$ cat src/rtl/cy_stream_pkg.sv
// Shared definitions for the stream packer: lane-count width helper and lane fill value.
package cy_stream_pkg;

  localparam logic LANE_ZERO = 1'b0;

  function automatic int clog2_plus1(input int n);
    return $clog2(n + 1);
  endfunction

endpackage

$ cat src/rtl/cy_pack_lane_ctrl.sv
// Lane counter for the packer: tracks the next lane to fill and flags the beat that closes a word.
module cy_pack_lane_ctrl
  import cy_stream_pkg::*;
#(
  parameter int RATIO = 4,
  parameter int CW    = clog2_plus1(RATIO)
) (
  input  logic             clk,
  input  logic             reset,
  input  logic             accept,
  input  logic             last,
  output logic [CW-1:0]    cnt,
  output logic [RATIO-1:0] lane,
  output logic             complete
);

  logic at_top;

  assign at_top   = (cnt == CW'(RATIO - 1));
  assign complete = accept && (at_top || last);

  always_comb begin
    lane = '0;
    for (int k = 0; k < RATIO; k++) begin
      lane[k] = (cnt == CW'(k));
    end
  end

  // The counter only returns to zero through a completing beat, so it never reaches RATIO.
  always_ff @(posedge clk) begin
    if (reset) begin
      cnt <= '0;
    end else if (complete) begin
      cnt <= '0;
    end else if (accept) begin
      cnt <= cnt + CW'(1);
    end
  end

endmodule

$ cat src/rtl/cy_stream_packer.sv
// Packs a narrow valid/ready beat stream into registered wide words, flushing early on i_last.
module cy_stream_packer
  import cy_stream_pkg::*;
#(
  parameter  int IW    = 8,
  parameter  int RATIO = 4,
  localparam int OW    = IW * RATIO,
  localparam int CW    = clog2_plus1(RATIO)
) (
  input  logic          i_clk,
  input  logic          i_reset,
  input  logic          i_valid,
  output logic          o_ready,
  input  logic [IW-1:0] i_data,
  input  logic          i_last,
  output logic          o_valid,
  input  logic          i_ready,
  output logic [OW-1:0] o_data,
  output logic [CW-1:0] o_count,
  output logic          o_last
);

  logic             accept;
  logic             complete;
  logic [CW-1:0]    cnt;
  logic [RATIO-1:0] lane;
  logic [OW-1:0]    acc;
  logic [OW-1:0]    merged;

  assign o_ready = !o_valid || i_ready;
  assign accept  = i_valid && o_ready;

  cy_pack_lane_ctrl #(
    .RATIO (RATIO),
    .CW    (CW)
  ) u_lane_ctrl (
    .clk      (i_clk),
    .reset    (i_reset),
    .accept   (accept),
    .last     (i_last),
    .cnt      (cnt),
    .lane     (lane),
    .complete (complete)
  );

  // Lanes above the current one are forced empty so a short word never carries stale bytes.
  always_comb begin
    merged = '0;
    for (int k = 0; k < RATIO; k++) begin
      if (lane[k]) begin
        merged[k*IW +: IW] = i_data;
      end else if (CW'(k) < cnt) begin
        merged[k*IW +: IW] = acc[k*IW +: IW];
      end else begin
        merged[k*IW +: IW] = {IW{LANE_ZERO}};
      end
    end
  end

  // A drain and a new completion in the same edge keep o_valid high with the new word.
  always_ff @(posedge i_clk) begin
    if (i_reset) begin
      o_valid <= 1'b0;
      o_data  <= '0;
      o_count <= '0;
      o_last  <= 1'b0;
      acc     <= '0;
    end else begin
      if (o_valid && i_ready) begin
        o_valid <= 1'b0;
      end
      if (complete) begin
        o_data  <= merged;
        o_count <= cnt + CW'(1);
        o_last  <= i_last;
        o_valid <= 1'b1;
        acc     <= '0;
      end else if (accept) begin
        for (int k = 0; k < RATIO; k++) begin
          if (lane[k]) begin
            acc[k*IW +: IW] <= i_data;
          end
        end
      end
    end
  end

endmodule

$ cat config.mk
export PLATFORM = sky130hd
export DESIGN_NAME = cy_stream_packer
export DESIGN_NICKNAME = d
export VERILOG_FILES = /design/src/rtl/cy_stream_pkg.sv /design/src/rtl/cy_pack_lane_ctrl.sv /design/src/rtl/cy_stream_packer.sv
export SDC_FILE = /design/constraint.sdc
export NUM_CORES = 1
export LEC_CHECK = 0
export BUFFER_PORTS_ARGS = -buffer_cell sky130_fd_sc_hd__buf_2
export CAP_MARGIN = 10
export CORE_MARGIN = 4
export CORE_UTILIZATION = 40
export CTS_CLUSTER_SIZE = 30
export DETAILED_ROUTE_END_ITERATION = 16
export GPL_TIMING_DRIVEN = 1
export PLACE_DENSITY = 0.57
export SETUP_SLACK_MARGIN = 0.3
export SKIP_CTS_REPAIR_TIMING = 1
export SLEW_MARGIN = 40
export SYNTH_ARGS = -nofsm -noshare
export SYNTH_HDL_FRONTEND = slang
export SYNTH_SLANG_ARGS = --single-unit
$ cat constraint.sdc
create_clock -name i_clk -period 5.3 [get_ports i_clk]
set_clock_uncertainty 0.2 [all_clocks]
set_input_delay 1.06 -clock i_clk [delete_from_list [all_inputs] [get_ports i_clk]]
set_output_delay 1.06 -clock i_clk [all_outputs]
set_load 0.05 [all_outputs]
==> reports/qor.json <==
{
  "start_util_pct": 41.0,
  "place_congestion": 0.787,
  "yosys_register_bits": 72,
  "io-pin-count": 51,
  "slowest_cell_delay_on_critical_path_ns": 0.33,
  "crit_path_end_kind": "output port",
  "hold_viol_final": 0,
  "drt_wl_total_microns": 7460,
  "hold_path.startpoint": "o_count[1]",
  "crit_top_cell": "sky130_fd_sc_hd__buf_2",
  "critical_path_peak_fanout": 7,
  "dr_total_vias": 2462,
  "fin_util_pct": 47.3,
  "cts-root-buf": "sky130_fd_sc_hd__clkbuf_8",
  "dpl_cell_area_sq_um": 3230,
  "pre_cts_slack_ns": 2.33,
  "timing.max_slew.rel_slack_pct": 56.8,
  "worst-slew-pin-transition_ns": 0.646,
  "path_class": "in -> out",
  "worst_reg_to_reg_setup_slack_ns": 2.73,
  "post-place-cells": 433,
  "mappedNetlistNets": 322,
  "worst_r2r_path_depth": 6,
  "synth.avg_cell_area_sq_um": 9.67,
  "synth.cell_area_sq_um": 2960,
  "final.min_clock_period_ns": 2.98,
  "wl_per_cell_microns": 16.6,
  "final-instance-count-excl-fill": 449,
  "clock_tree.buffer_depth": 2,
  "grt-busiest-layer": "met2",
  "critical_path.cell_chain": "buf_2, nand2b_1, buf_2",
  "r2r_start": "u_lane_ctrl.cnt[0]",
  "hpwl_microns": 4760,
  "total_power_mw": 1.16,
  "outcome": "finished, final reports clean",
  "setup_tns_ns": 0,
  "worst_hold_path.endpoint": "o_count[1]",
  "grt_util_met2_pct": 25.8,
  "floorplan.die.width_microns": 94.0,
  "path_delay_family": "buffers and inverters",
  "tritoncts.num_buffers": 9,
  "p_per_area_nw_per_um2": 340,
  "insertion_delay_ns": 0.34,
  "grt_start_max_net_pins": 48,
  "setup_viol_count_final": 0,
  "flow.area_growth_from_synthesis_pct": 15.5,
  "die_height_microns": 94.0,
  "hold_class": "reg -> reg",
  "crit_arrival_ns": 1.72,
  "min_period_over_period_pct": 56.2,
  "drive_gt1_share_pct": 22.0,
  "globalRoute.totalOverflow": 0,
  "crit_path_top_delay_cell": "sky130_fd_sc_hd__buf_2",
  "clkTransAtPathRegs_ns": 0.08,
  "dr.first_iter.drc_count": 161,
  "worst_vdd_drop_mv": 0.150,
  "nNetsFinal": 361,
  "floorplan.core_area_sq_um": 7210,
  "vias_per_cell": 5.48,
  "cts.sink_count": 72,
  "grt_setup_unrepaired": "false",
  "critPathRequiredTime_ns": 4.04,
  "synth.yosys.warnings": 0,
  "synth.yosys.seq_area_share_pct": 48.7,
  "grt_first_pass_wirelength_microns": 11600,
  "most_used_flip_flop_cell_after_synthesis": "sky130_fd_sc_hd__dfxtp_1",
  "grt_use_met3_pct": 3.21,
  "drc": 0,
  "firstDrtPassIters": 4,
  "holdWs_ns": 0.266,
  "first_global_vias": 2263,
  "critical_path.reg2reg.endpoint": "acc[18]",
  "timing.fmax_ghz": 0.336,
  "io_buffer_count": 50,
  "setup.worst_path.start_class": "input pin",
  "netlist_instances": 306,
  "globalRouteTotalUtil_pct": 17.0,
  "groute.layer.met1.usage_pct": 23.5,
  "stdcell_area_sq_um": 3420,
  "cts-htree-levels": 3,
  "layout_setup_ws_ns": 2.32,
  "asyncSetResetFlopFracSynth_pct": 0,
  "worst_hold_path.num_cells": 2,
  "remaining_antenna_violation_count_after_routing": 0,
  "design.die.area_sq_um": 8830,
  "worstSetupPathDepth": 3,
  "synth_enable_flop_cells": 0,
  "yosys.cell_types.count": 37,
  "grt_antenna_before_repair": 0,
  "slew_violations": 0,
  "floorplan.rows": 31,
  "power_leakage_nw": 1.45,
  "number_of_buffer_and_inverter_instances_along_the_worst_setup_path": 2,
  "insertedDiodeCount": 0,
  "max_cap_violations": 0,
  "tritoncts": "yes"
}
==> cell type report <==
class / instances / area, sq um
Multi-Input combinational cell: 206 / 1380
Sequential cell: 72 / 1440
Clock inverter: 4 / 45.0
Fill cell: 754 / 3800
Clock buffer: 12 / 135
Inverter: 4 / 15.0
Timing Repair Buffer: 52 / 275
Tap cell: 99 / 124
==> worst reg2reg max path: cells and delay by family (launching register included) <==
kind,cells,cell delay (ns)
flops,1,0.73
fa+ha+maj,1,0.29
simple gates,2,0.66
compound gates,2,0.44
buf+inv,1,0.21
==> logic make-up (layout without fill, tap and decap cells) <==
group	after synthesis	in the layout	synth area share [%]
flip-flops	72	72	48.7
buffers and inverters	28	72	4.65
AO/OA/AOI/OAI	74	74	21.4
adder cells (fa/ha/maj)	3	3	1.27
multiplexers	8	8	2.71
AND/OR/NAND/NOR	120	120	20.9
XOR/XNOR	1	1	0.296
==> metal layers <==
layer	up-vias	part of all wire [%]
met4	0	1.9
met5	-	0
met3	11	5.1
met1	1176	48
li1	1211	-
met2	64	45
==> cell usage in the layout (no fill, tap or decap), drive strengths merged <==
cell type,count
nor2b,3
or3,2
nor3,31
a211oi,18
a22oi,1
a22o,24
inv,4
nor2,46
o211a,1
nand3,2
a221oi,16
xnor2,1
and3,9
bufinv,1
nor3b,7
clkbuf,12
and2,1
ha,3
a21oi,8
and4b,2
buf,52
o21ai,4
and3b,1
mux2i,8
o211ai,1
nor4,1
nand4,2
nand2,10
a32oi,1
nand2b,2
nand3b,1
clkinv,3
dfxtp,72
==> cells in the mapped netlist, drive strengths merged, types with 3 or more instances <==
library cell / n / area share (%)
a211oi: 18 / 5.1
a21oi: 8 / 2.2
a221oi: 16 / 4.7
a22o: 24 / 7.1
and3: 9 / 1.9
buf: 14 / 2.9
clkbuf: 10 / 1.3
dfxtp: 72 / 49
ha: 3 / 1.3
inv: 4 / 0.51
mux2i: 8 / 2.7
nand2: 10 / 1.3
nor2: 46 / 5.8
nor2b: 3 / 0.63
nor3: 31 / 5.2
nor3b: 7 / 1.8
o21ai: 4 / 0.68
==> worst max-delay path by stage <==
stage | endpoint | start | slack (ns)
3_3_place_gp | o_ready | i_ready | 2.34
3_5_place_dp | o_ready | i_ready | 2.33
2_1_floorplan | o_ready | i_ready | 2.58
5_1_grt | o_ready | i_ready | 2.30
4_1_cts | o_ready | i_ready | 2.33
6_report | o_ready | i_ready | 2.32
==> flip-flops by register name, summed over array words and instances, names as in the netlist <==
name and cells:
o_last 1, o_valid 1, acc 32, o_data 32, o_count 3, u_lane_ctrl.cnt 3
==> where the power goes <==
group          switching (mW)  internal, mW
clock network           0.194         0.216
logic                   0.130        0.0459
registers              0.0123         0.563
total                   0.336         0.824
No activity file was read; power rests on OpenSTA's default activity.
